==> src/rtl/vc_input_buffer_pkg.sv <==
// Shared defaults and helpers for the multi-VC input buffer.
package vc_input_buffer_pkg;

  localparam int unsigned FlitWidthDefault = 5;
  localparam int unsigned NumVcDefault     = 2;
  localparam int unsigned VcWDefault       = $clog2(NumVcDefault);

  typedef logic [VcWDefault-1:0] vc_id_t;

  // Width of a VC index; at least one bit even for a single channel.
  function automatic int unsigned vc_id_width(int unsigned num_vc);
    return (num_vc > 1) ? $clog2(num_vc) : 1;
  endfunction

  // LSB of VC 'vc' in the packed per-VC occupancy vector.
  function automatic int unsigned count_lsb(int unsigned vc, int unsigned cw);
    return vc * cw;
  endfunction

endpackage

==> src/rtl/vc_input_buffer_if.sv <==
// Link-side write port, allocator-side read port and status of the VC input buffer.
interface vc_input_buffer_if #(
  parameter int unsigned WIDTH      = 5,
  parameter int unsigned DEPTH_LOG2 = 2,
  parameter int unsigned NUM_VC     = 2
);
  import vc_input_buffer_pkg::*;

  localparam int unsigned VC_W = vc_id_width(NUM_VC);
  localparam int unsigned CW   = DEPTH_LOG2 + 1;

  logic                   i_wr_en;
  logic [VC_W-1:0]        i_wr_vc;
  logic [WIDTH-1:0]       i_wr_data;
  logic                   i_rd_en;
  logic [VC_W-1:0]        i_rd_vc;
  logic                   i_err_clr;
  logic                   o_rd_valid;
  logic [WIDTH-1:0]       o_rd_data;
  logic [NUM_VC-1:0]      o_empty;
  logic [NUM_VC-1:0]      o_full;
  logic [NUM_VC-1:0]      o_afull;
  logic [NUM_VC*CW-1:0]   o_count;
  logic                   o_credit_vld;
  logic [VC_W-1:0]        o_credit_vc;
  logic                   o_ovf_err;
  logic                   o_udf_err;

  // Requester side: link receiver, allocator and error handling.
  modport master (
    output i_wr_en, i_wr_vc, i_wr_data, i_rd_en, i_rd_vc, i_err_clr,
    input  o_rd_valid, o_rd_data, o_empty, o_full, o_afull, o_count,
    input  o_credit_vld, o_credit_vc, o_ovf_err, o_udf_err
  );

  // Buffer side.
  modport slave (
    input  i_wr_en, i_wr_vc, i_wr_data, i_rd_en, i_rd_vc, i_err_clr,
    output o_rd_valid, o_rd_data, o_empty, o_full, o_afull, o_count,
    output o_credit_vld, o_credit_vc, o_ovf_err, o_udf_err
  );

endinterface

==> src/rtl/vc_input_buffer_vc_fifo_ctrl.sv <==
// Pointer/flag controller for one VC's circular queue. Pointers carry an extra wrap bit.
module vc_input_buffer_vc_fifo_ctrl #(
  parameter int unsigned DEPTH_LOG2 = 2,
  parameter int unsigned AF_THRESH  = 3
) (
  input  logic                  clk_i,
  input  logic                  rst_ni,
  input  logic                  push_i,
  input  logic                  pop_i,
  output logic [DEPTH_LOG2-1:0] wr_ptr_o,
  output logic [DEPTH_LOG2-1:0] rd_ptr_o,
  output logic                  empty_o,
  output logic                  full_o,
  output logic                  afull_o,
  output logic [DEPTH_LOG2:0]   count_o
);

  localparam int unsigned CW = DEPTH_LOG2 + 1;
  localparam logic [CW-1:0] AfThr = CW'(AF_THRESH);

  logic [CW-1:0] wr_ptr_q, wr_ptr_d;
  logic [CW-1:0] rd_ptr_q, rd_ptr_d;

  // Advance pointers on accepted push/pop; wrap is natural modulo 2**CW.
  always_comb begin
    wr_ptr_d = wr_ptr_q;
    rd_ptr_d = rd_ptr_q;
    if (push_i) wr_ptr_d = wr_ptr_q + CW'(1);
    if (pop_i)  rd_ptr_d = rd_ptr_q + CW'(1);
  end

  // Pointer registers.
  always_ff @(posedge clk_i or negedge rst_ni) begin
    if (!rst_ni) begin
      wr_ptr_q <= '0;
      rd_ptr_q <= '0;
    end else begin
      wr_ptr_q <= wr_ptr_d;
      rd_ptr_q <= rd_ptr_d;
    end
  end

  // Status is derived purely from the registered pointers.
  always_comb begin
    count_o  = wr_ptr_q - rd_ptr_q;
    empty_o  = (wr_ptr_q == rd_ptr_q);
    full_o   = (wr_ptr_q[DEPTH_LOG2-1:0] == rd_ptr_q[DEPTH_LOG2-1:0]) &&
               (wr_ptr_q[DEPTH_LOG2] != rd_ptr_q[DEPTH_LOG2]);
    afull_o  = (count_o >= AfThr);
    wr_ptr_o = wr_ptr_q[DEPTH_LOG2-1:0];
    rd_ptr_o = rd_ptr_q[DEPTH_LOG2-1:0];
  end

endmodule

==> src/rtl/vc_input_buffer.sv <==
// Multi-VC router input buffer: shared storage, registered read data, credits, sticky errors.
module vc_input_buffer
  import vc_input_buffer_pkg::*;
#(
  parameter int unsigned WIDTH      = FlitWidthDefault,
  parameter int unsigned DEPTH_LOG2 = 2,
  parameter int unsigned NUM_VC     = NumVcDefault,
  parameter int unsigned AF_THRESH  = 3
) (
  input  logic                clk,
  input  logic                rst_n,
  vc_input_buffer_if.slave    bus
);

  localparam int unsigned DEPTH   = 2 ** DEPTH_LOG2;
  localparam int unsigned VC_W    = vc_id_width(NUM_VC);
  localparam int unsigned CW      = DEPTH_LOG2 + 1;
  localparam int unsigned VcSlots = 2 ** VC_W;
  localparam int unsigned AW      = VC_W + DEPTH_LOG2;

  logic [NUM_VC-1:0]     empty, full, afull, push, pop;
  logic [CW-1:0]         count [NUM_VC];
  logic [DEPTH_LOG2-1:0] wr_ptr [NUM_VC];
  logic [DEPTH_LOG2-1:0] rd_ptr [NUM_VC];
  logic [VcSlots-1:0]    vc_ok, full_x, empty_x;
  logic                  wr_ok, rd_ok, wr_rej, rd_rej;
  logic [AW-1:0]         wr_addr, rd_addr;
  logic [NUM_VC*CW-1:0]  count_flat;
  logic [WIDTH-1:0]      mem [NUM_VC*DEPTH];

  logic             rd_valid_q, credit_vld_q;
  logic [WIDTH-1:0] rd_data_q;
  logic [VC_W-1:0]  credit_vc_q;
  logic             ovf_q, ovf_d, udf_q, udf_d;

  // Request decode. Out-of-range VC indices see a "not ok" slot and are rejected.
  always_comb begin
    vc_ok   = '0;
    vc_ok[NUM_VC-1:0] = '1;
    full_x  = '0;
    full_x[NUM_VC-1:0] = full;
    empty_x = '1;
    empty_x[NUM_VC-1:0] = empty;

    wr_ok  = bus.i_wr_en & vc_ok[bus.i_wr_vc] & ~full_x[bus.i_wr_vc];
    rd_ok  = bus.i_rd_en & vc_ok[bus.i_rd_vc] & ~empty_x[bus.i_rd_vc];
    wr_rej = bus.i_wr_en & ~wr_ok;
    rd_rej = bus.i_rd_en & ~rd_ok;

    push = '0;
    pop  = '0;
    for (int unsigned v = 0; v < NUM_VC; v++) begin
      push[v] = wr_ok & (bus.i_wr_vc == VC_W'(v));
      pop[v]  = rd_ok & (bus.i_rd_vc == VC_W'(v));
    end

    wr_addr = '0;
    rd_addr = '0;
    if (wr_ok) wr_addr = {bus.i_wr_vc, wr_ptr[bus.i_wr_vc]};
    if (rd_ok) rd_addr = {bus.i_rd_vc, rd_ptr[bus.i_rd_vc]};

    // A new error in the same cycle as a clear keeps the flag set.
    ovf_d = wr_rej ? 1'b1 : (bus.i_err_clr ? 1'b0 : ovf_q);
    udf_d = rd_rej ? 1'b1 : (bus.i_err_clr ? 1'b0 : udf_q);
  end

  for (genvar v = 0; v < NUM_VC; v++) begin : g_vc
    vc_input_buffer_vc_fifo_ctrl #(
      .DEPTH_LOG2 (DEPTH_LOG2),
      .AF_THRESH  (AF_THRESH)
    ) u_ctrl (
      .clk_i    (clk),
      .rst_ni   (rst_n),
      .push_i   (push[v]),
      .pop_i    (pop[v]),
      .wr_ptr_o (wr_ptr[v]),
      .rd_ptr_o (rd_ptr[v]),
      .empty_o  (empty[v]),
      .full_o   (full[v]),
      .afull_o  (afull[v]),
      .count_o  (count[v])
    );
  end

  // Shared flit storage; not reset, contents are only meaningful between pointers.
  always_ff @(posedge clk) begin
    if (wr_ok) mem[wr_addr] <= bus.i_wr_data;
  end

  // Registered read data, credit return and sticky error flags.
  always_ff @(posedge clk or negedge rst_n) begin
    if (!rst_n) begin
      rd_valid_q   <= 1'b0;
      rd_data_q    <= '0;
      credit_vld_q <= 1'b0;
      credit_vc_q  <= '0;
      ovf_q        <= 1'b0;
      udf_q        <= 1'b0;
    end else begin
      rd_valid_q   <= rd_ok;
      credit_vld_q <= rd_ok;
      if (rd_ok) begin
        rd_data_q   <= mem[rd_addr];
        credit_vc_q <= bus.i_rd_vc;
      end
      ovf_q <= ovf_d;
      udf_q <= udf_d;
    end
  end

  // Pack per-VC occupancy.
  always_comb begin
    count_flat = '0;
    for (int unsigned v = 0; v < NUM_VC; v++) begin
      count_flat[count_lsb(v, CW) +: CW] = count[v];
    end
  end

  assign bus.o_rd_valid   = rd_valid_q;
  assign bus.o_rd_data    = rd_data_q;
  assign bus.o_empty      = empty;
  assign bus.o_full       = full;
  assign bus.o_afull      = afull;
  assign bus.o_count      = count_flat;
  assign bus.o_credit_vld = credit_vld_q;
  assign bus.o_credit_vc  = credit_vc_q;
  assign bus.o_ovf_err    = ovf_q;
  assign bus.o_udf_err    = udf_q;

endmodule

==> src/flat_wrapper.sv <==
// flat-port wrapper written by rule: the top's interface ports become plain ports
module vc_input_buffer_flat import vc_input_buffer_pkg::*;
#(
  parameter int unsigned WIDTH      = FlitWidthDefault,
  parameter int unsigned DEPTH_LOG2 = 2,
  parameter int unsigned NUM_VC     = NumVcDefault,
  parameter int unsigned AF_THRESH  = 3
)
  (clk, rst_n, bus_i_wr_en, bus_i_wr_vc, bus_i_wr_data, bus_i_rd_en, bus_i_rd_vc, bus_i_err_clr, bus_o_rd_valid, bus_o_rd_data, bus_o_empty, bus_o_full, bus_o_afull, bus_o_count, bus_o_credit_vld, bus_o_credit_vc, bus_o_ovf_err, bus_o_udf_err);
  vc_input_buffer_if #(.WIDTH(WIDTH), .DEPTH_LOG2(DEPTH_LOG2), .NUM_VC(NUM_VC)) bus_i ();
  input  logic clk;
  input  logic rst_n;
  input wire logic [$bits(bus_i.i_wr_en)-1:0] bus_i_wr_en;
  input wire logic [$bits(bus_i.i_wr_vc)-1:0] bus_i_wr_vc;
  input wire logic [$bits(bus_i.i_wr_data)-1:0] bus_i_wr_data;
  input wire logic [$bits(bus_i.i_rd_en)-1:0] bus_i_rd_en;
  input wire logic [$bits(bus_i.i_rd_vc)-1:0] bus_i_rd_vc;
  input wire logic [$bits(bus_i.i_err_clr)-1:0] bus_i_err_clr;
  output wire logic [$bits(bus_i.o_rd_valid)-1:0] bus_o_rd_valid;
  output wire logic [$bits(bus_i.o_rd_data)-1:0] bus_o_rd_data;
  output wire logic [$bits(bus_i.o_empty)-1:0] bus_o_empty;
  output wire logic [$bits(bus_i.o_full)-1:0] bus_o_full;
  output wire logic [$bits(bus_i.o_afull)-1:0] bus_o_afull;
  output wire logic [$bits(bus_i.o_count)-1:0] bus_o_count;
  output wire logic [$bits(bus_i.o_credit_vld)-1:0] bus_o_credit_vld;
  output wire logic [$bits(bus_i.o_credit_vc)-1:0] bus_o_credit_vc;
  output wire logic [$bits(bus_i.o_ovf_err)-1:0] bus_o_ovf_err;
  output wire logic [$bits(bus_i.o_udf_err)-1:0] bus_o_udf_err;
  assign bus_i.i_wr_en = bus_i_wr_en;
  assign bus_i.i_wr_vc = bus_i_wr_vc;
  assign bus_i.i_wr_data = bus_i_wr_data;
  assign bus_i.i_rd_en = bus_i_rd_en;
  assign bus_i.i_rd_vc = bus_i_rd_vc;
  assign bus_i.i_err_clr = bus_i_err_clr;
  assign bus_o_rd_valid = bus_i.o_rd_valid;
  assign bus_o_rd_data = bus_i.o_rd_data;
  assign bus_o_empty = bus_i.o_empty;
  assign bus_o_full = bus_i.o_full;
  assign bus_o_afull = bus_i.o_afull;
  assign bus_o_count = bus_i.o_count;
  assign bus_o_credit_vld = bus_i.o_credit_vld;
  assign bus_o_credit_vc = bus_i.o_credit_vc;
  assign bus_o_ovf_err = bus_i.o_ovf_err;
  assign bus_o_udf_err = bus_i.o_udf_err;
  vc_input_buffer #(.WIDTH(WIDTH), .DEPTH_LOG2(DEPTH_LOG2), .NUM_VC(NUM_VC), .AF_THRESH(AF_THRESH)) u_core (.clk(clk), .rst_n(rst_n), .bus(bus_i));
endmodule
==> config.mk <==
export PLATFORM = sky130hd
export DESIGN_NAME = vc_input_buffer_flat
export DESIGN_NICKNAME = d
export VERILOG_FILES = /design/src/rtl/vc_input_buffer_pkg.sv /design/src/rtl/vc_input_buffer_if.sv /design/src/rtl/vc_input_buffer_vc_fifo_ctrl.sv /design/src/rtl/vc_input_buffer.sv /design/src/flat_wrapper.sv
export SDC_FILE = /design/constraint.sdc
export NUM_CORES = 1
export LEC_CHECK = 0
export CAP_MARGIN = 20
export CELL_PAD_IN_SITES_DETAIL_PLACEMENT = 0
export CELL_PAD_IN_SITES_GLOBAL_PLACEMENT = 1
export CORE_AREA = 2 2 101 113
export DETAILED_ROUTE_END_ITERATION = 8
export DIE_AREA = 0 0 103 115
export PLACE_DENSITY = 0.53
export SYNTH_ARGS = -nofsm -noshare
export SYNTH_HDL_FRONTEND = slang
export SYNTH_SLANG_ARGS = --single-unit
==> constraint.sdc <==
create_clock -name clk -period 2.8 [get_ports clk]
set_input_delay 0.56 -clock clk [delete_from_list [all_inputs] [get_ports clk]]
set_output_delay 0.56 -clock clk [all_outputs]
set_load 0.02 [all_outputs]
==> results.json, run 1 <==
{
  "status": "completed",
  "cp.required_ns": 2.24,
  "fin_nets": 306,
  "hold_viol": 0,
  "cts-buffers-inserted": 9,
  "ir_worst_vdd_mv": 0.722,
  "setup_violations": 0,
  "viasPerCell": 4.52,
  "cts_buffer_depth": 2,
  "synth_area_per_cell_sq_um": 12.7,
  "wl_per_cell_um": 16.7,
  "setup_ws_ns": 0.152,
  "clkLatencyLatePin_ns": 0.33,
  "io_pins": 34,
  "path_cells": "inv_1, ha_1, nand2_1, nor2_1, clkdlybuf4s50_1",
  "end_kind": "output port",
  "wl_met1_um": 3400,
  "wl_met3_um": 292,
  "start_util_pct": 27.3,
  "crit_cells": 5,
  "cts_tree": "built",
  "synth_cells": 230,
  "max_stage_delay_ns": 0.66,
  "drtIter0Drc": 85,
  "hp-class": "flip-flop to flip-flop",
  "whs_ns": 0.475,
  "startpoint": "u_core.g_vc[0].u_ctrl.wr_ptr_q[0]$_DFFE_PN0P_",
  "dp_slack_ns": 0.206,
  "power.internal_uw": 2870,
  "synth_common_cells": "edfxtp_1, dfrtp_1, and3_1",
  "num_rows": 40,
  "crit_slowest_cell": "clkdlybuf4s50_1",
  "die_width_um": 103,
  "grt_pass1_vias": 2033,
  "combPwrFrac_pct": 47.9,
  "p_sw_uw": 1840,
  "crit_fanout": 4,
  "async_reset_ff_share_pct": 34.4,
  "met2_wirelength_um": 3460,
  "first_pass_iters": 4,
  "cap_violations": 0,
  "layout-drive-gt1-share_pct": 18.7,
  "power_density_nw_per_um2": 1220,
  "wl_um": 7260,
  "grt_max_degree": 32,
  "clock_skew_ns": 0.00911,
  "rsz0062_at_grt": "false",
  "hpwl_um": 5080,
  "synth-seq-area-share_pct": 58.9,
  "antenna_found_initial": 0,
  "crit_family": "buffers and inverters",
  "dieArea_sq_um": 11800,
  "clkSlewWorstSetupHoldPaths_ns": 0.06,
  "h-tree-depth": 3,
  "min_from": "u_core.bus.o_credit_vc$_DFFE_PN0P_",
  "port_buffers": 33,
  "ant_nets": 0,
  "p_leak_uw": 0.00154,
  "final_util_pct": 36.0,
  "highest_layer": "met4",
  "r2r_start": "u_core.g_vc[0].u_ctrl.wr_ptr_q[0]$_DFFE_PN0P_",
  "period_share_pct": 94.6,
  "max_slew.worst_pin.slew_ns": 0.795,
  "place_area_sq_um": 3550,
  "synthFlopType": "edfxtp_1",
  "slew_viol_final": 0,
  "n_antenna_cell": 0,
  "syn_area_sq_um": 2930,
  "synthTopCellsByArea": "edfxtp_1, dfrtp_1, and3_1",
  "yosysTopAreaCell": "edfxtp_1",
  "overflow": 0,
  "fmax_mhz": 378,
  "cts_root_buf": "clkbuf_16",
  "vias": 1970,
  "synth_top_area_share_pct": 41.0,
  "synth_cell_types": 43,
  "postSynthRegisterBits": 61,
  "drc": 0,
  "tns_ns": 0,
  "clkSinkCount": 61,
  "holdPathStages": 2,
  "critPathLaunchType": "flip-flop",
  "ff2ff_path_depth": 9,
  "slew_headroom_pct": 46.6,
  "fillers": 1100,
  "ff_latch_area_sq_um": 1730,
  "pwr-share-clk_pct": 23.5,
  "ys_warn_count": 0,
  "gr-usage-all-layers_pct": 13.1,
  "syn-num-nets": 252,
  "yosysMostFrequentCell": "edfxtp_1",
  "min_period_ns": 2.65,
  "pwr-share-seq_pct": 28.5,
  "synth_edf_count": 40,
  "die_h_um": 115,
  "stdcell_area_sq_um": 3850,
  "crit_type": "flip-flop to output port",
  "grt_pass1_wl_um": 11200,
  "cp.arrival_ns": 2.09,
  "globalplace.congestion": 0.759,
  "core_sq_um": 10700,
  "swShare_pct": 39.1,
  "critPathBufInv": 2,
  "area_growth_syn_to_layout_pct": 31.5,
  "multi_input_area_sq_um": 1050
}
==> worst paths after layout <==
kind | end | slack (ns)
max in group asynchronous | u_core.g_vc[0].u_ctrl.rd_ptr_q[1]$_DFFE_PN0P_ | 1.95
min in group asynchronous | u_core.g_vc[1].u_ctrl.rd_ptr_q[1]$_DFFE_PN0P_ | 0.60
setup reg to reg | u_core.bus.o_rd_data[0]$_DFFE_PN0P_ | 0.26
hold / removal | u_core.bus.o_credit_vc$_DFFE_PN0P_ | 0.48
setup / recovery | bus_o_full[0] | 0.15
hold reg to reg | u_core.bus.o_credit_vc$_DFFE_PN0P_ | 0.48
==> worst min-delay path, cell delays in order, from the launching register on <==
cell     delay [ns]
dfrtp_1        0.34
nand2_1        0.05
nand2_1        0.05
==> through the flow <==
step	power (uW)	std cells
after floorplan	2860	230
after global placement	3730	420
after detailed placement	3740	420
after CTS	4790	436
after global routing	5030	436
final	4710	436
==> timing repair <==
action	CTS	global route
gates resized for setup	4	3
buffers inserted	0	0
hold buffers	0	0
gates cloned	0	0
hold endpoints to repair	0	0
endpoints found under the setup margin	4	3
==> power by group through the flow <==
stage | Clock (uW) | Sequential, uW | Combinational (uW)
floorplan | 0 | 1420 | 1440
global placement | 0 | 1360 | 2360
detailed placement | 0 | 1360 | 2370
CTS | 1130 | 1350 | 2300
finish | 1110 | 1340 | 2260
global route | 1170 | 1380 | 2480
==> cell type report <==
cell class,count,share of cell area [%]
Clock buffer,9,5.85
Clock inverter,7,1.95
Inverter,15,1.46
Multi-Input combinational cell,139,27.3
Sequential cell,61,44.8
Tap cell,147,4.77
Timing Repair Buffer,58,13.8
==> cell usage in the layout, fill, tap and decap left out, types with 3 or more instances in the layout <==
cell type / instances
nor3_1: 4
dfrtp_1: 21
edfxtp_1: 40
clkdlybuf4s50_1: 26
dlygate4sd2_1: 4
xnor2_1: 11
dlymetal6s2s_1: 3
buf_4: 24
and4_1: 9
ha_1: 8
a311oi_1: 4
and3_1: 16
clkinv_4: 3
nor2_1: 9
nand4_1: 4
nand2_1: 15
inv_1: 15
clkbuf_16: 9
o21ai_0: 11
a31oi_1: 6
a21boi_0: 10
==> cells by family (layout without fill, tap and decap cells) <==
logic type	after synthesis	in the layout	share of synthesized area, %
compound gates	46	46	12.1
mux	2	2	0.769
fa+ha+maj	10	10	4.78
simple gates	67	67	13.6
xor+xnor	14	14	4.70
buf+inv	30	89	5.13
flops	61	61	58.9
==> flip-flops by register name (all words and copies together) (netlist names) <==
name	cells
u_core.mem	40
u_core.g_vc.u_ctrl.rd_ptr_q	6
u_core.g_vc.u_ctrl.wr_ptr_q	6
u_core.bus.o_rd_data	5
u_core.bus.o_credit_vc	1
u_core.bus.o_ovf_err	1
u_core.bus.o_rd_valid	1
u_core.bus.o_udf_err	1
==> routing by layer <==
metal  GRT usage [%]  vias up
met2            21.1       47
met3            2.92       10
met1            17.1      954
met4            4.91        0
li1                -      959
met5               0        -
Power figures use the tool's default switching activity.
==> run 2: changes to the inputs <==
Settings changed: CELL_PAD_IN_SITES_DETAIL_PLACEMENT 0 to 1, GPL_ROUTABILITY_DRIVEN set to 0.
==> results.json, run 2 (synthesized netlist as in run 1, its figures left out) <==
{
  "status": "completed",
  "overflow": 0,
  "endpoint": "bus_o_full[0]",
  "ff_latch_area_sq_um": 1730,
  "rsz0062_at_grt": "false",
  "r2r_setup_slack_ns": 0.26,
  "vias": 1976,
  "antenna_found_initial": 0,
  "cts-buffers-inserted": 9,
  "crit_fanout": 4,
  "viasPerCell": 4.53,
  "clkLatencyLatePin_ns": 0.33,
  "first_pass_iters": 4,
  "place_inst": 420,
  "cp.required_ns": 2.24,
  "holdPathStages": 2,
  "die_h_um": 115,
  "p_leak_uw": 0.00154,
  "die_width_um": 103,
  "dieArea_sq_um": 11800,
  "cp.arrival_ns": 2.08,
  "dp_slack_ns": 0.153,
  "clkSlewWorstSetupHoldPaths_ns": 0.06,
  "r2r-end": "u_core.bus.o_rd_data[0]$_DFFE_PN0P_",
  "layout_commonest_cell": "edfxtp_1",
  "drtIter0Drc": 67,
  "power_density_nw_per_um2": 1230,
  "hpwl_um": 5340,
  "combPwrFrac_pct": 48.1,
  "h-tree-depth": 3,
  "cts_root_buf": "clkbuf_16",
  "grt_pass1_wl_um": 11800,
  "fillers": 1174,
  "p_sw_uw": 1860,
  "fin_cells": 436,
  "clock_skew_ns": 0.00926,
  "wl_um": 7420,
  "pwr-share-clk_pct": 23.5,
  "drc": 0,
  "slew_headroom_pct": 46.1,
  "tns_ns": 0,
  "gr-usage-all-layers_pct": 13.6,
  "slew_viol_final": 0,
  "startpoint": "u_core.g_vc[0].u_ctrl.wr_ptr_q[0]$_DFFE_PN0P_",
  "fmax_mhz": 379,
  "cts_tree": "built",
  "ff2ff_path_depth": 9,
  "largest_register_ffs": 40,
  "hp-class": "flip-flop to flip-flop",
  "core_sq_um": 10700,
  "end_kind": "output port",
  "cts_buffer_depth": 2,
  "area_growth_syn_to_layout_pct": 31.5,
  "ant_nets": 0,
  "cap_violations": 0,
  "wl_per_cell_um": 17.0,
  "multi_input_area_sq_um": 1050,
  "start_util_pct": 27.3,
  "r2r_start": "u_core.g_vc[0].u_ctrl.wr_ptr_q[0]$_DFFE_PN0P_",
  "hold_buffers": 0,
  "hold_viol": 0,
  "num_rows": 40,
  "fin_nets": 306,
  "max_slew.worst_pin.slew_ns": 0.802,
  "setup_violations": 0,
  "grt_pass1_vias": 2111,
  "swShare_pct": 39.2,
  "most-common-layout-cells": "edfxtp_1, clkdlybuf4s50_1, buf_4, dfrtp_1, and3_1",
  "ir_worst_vdd_mv": 0.587,
  "largestRegisters": "u_core.mem: 40 flops, u_core.g_vc.u_ctrl.rd_ptr_q: 6 flops, u_core.g_vc.u_ctrl.wr_ptr_q: 6 flops",
  "power.internal_uw": 2870,
  "grt_max_degree": 32,
  "io_pins": 34,
  "n_antenna_cell": 0,
  "min_period_ns": 2.64,
  "critPathLaunchType": "flip-flop",
  "total_power_uw": 4730,
  "period_share_pct": 94.2,
  "setup_ws_ns": 0.164,
  "regMostFlops": "u_core.mem",
  "port_buffers": 33,
  "pwr-share-seq_pct": 28.4,
  "clkSinkCount": 61,
  "crit_type": "flip-flop to output port",
  "layout-drive-gt1-share_pct": 18.7
}
[run 2: cell counts in the layout (fill, tap and decap cells not counted)]
Identical to the previous run, type by type.
[run 2: what timing repair did]
action | in CTS | in global routing
setup endpoints to repair | 4 | 3
gates resized for setup | 4 | 3
buffers inserted | 0 | 0
hold endpoints to repair | 0 | 0
[run 2: how the worst min path moves through the flow]
stage	start	slack (ns)	to
6_report	u_core.mem[7][0]$_DFFE_PP_	0.47	u_core.bus.o_rd_data[0]$_DFFE_PN0P_
5_1_grt	u_core.mem[7][4]$_DFFE_PP_	0.52	u_core.bus.o_rd_data[4]$_DFFE_PN0P_
3_5_place_dp	u_core.mem[7][0]$_DFFE_PP_	0.47	u_core.bus.o_rd_data[0]$_DFFE_PN0P_
3_3_place_gp	u_core.bus.o_credit_vc$_DFFE_PN0P_	0.46	u_core.bus.o_credit_vc$_DFFE_PN0P_
4_1_cts	u_core.mem[7][0]$_DFFE_PP_	0.48	u_core.bus.o_rd_data[0]$_DFFE_PN0P_
2_1_floorplan	rst_n	0.26	u_core.bus.o_credit_vc$_DFFE_PN0P_
[run 2: cell type report]
| cell class | instances | share of cell area [%] |
|---|---|---|
| repair buffers | 58 | 13.8 |
| clock buffers | 9 | 5.85 |
| flip-flops and latches | 61 | 44.8 |
| multi-input cells | 139 | 27.3 |
| clock inverters | 7 | 1.95 |
| inverters | 15 | 1.46 |
| well taps | 147 | 4.77 |
[run 2: layer usage]
layer	wire [um]	vias to the layer above	global-route usage (%)
met5	0	-	0
met4	180	0	5.96
met3	249	15	3.10
met2	3520	46	21.6
met1	3460	952	17.6
li1	-	963	-
[run 2: worst max-delay path, stage by stage (launching register included)]
cell	delay, ns
dfrtp_1	0.40
inv_1	0.10
ha_1	0.32
nand2_1	0.07
nor2_1	0.20
clkdlybuf4s50_1	0.65
[run 2: stage by stage]
stage / hold WS, ns / cell area [sq um] / util (%)
after global placement: 0.462 / 3550 / 33.1
final: 0.474 / 3850 / 36.0
after detailed placement: 0.466 / 3550 / 33.1
after floorplan: 0.264 / 2930 / -
after CTS: 0.479 / 3840 / 35.9
after global routing: 0.521 / 3850 / 36.0
[run 2: power by group through the flow]
| stage | Sequential (uW) | Combinational [uW] | Clock (uW) |
|---|---|---|---|
| detailed placement | 1370 | 2400 | 0 |
| CTS | 1350 | 2330 | 1130 |
| global placement | 1360 | 2360 | 0 |
| floorplan | 1420 | 1440 | 0 |
| finish | 1340 | 2280 | 1110 |
| global route | 1380 | 2510 | 1160 |
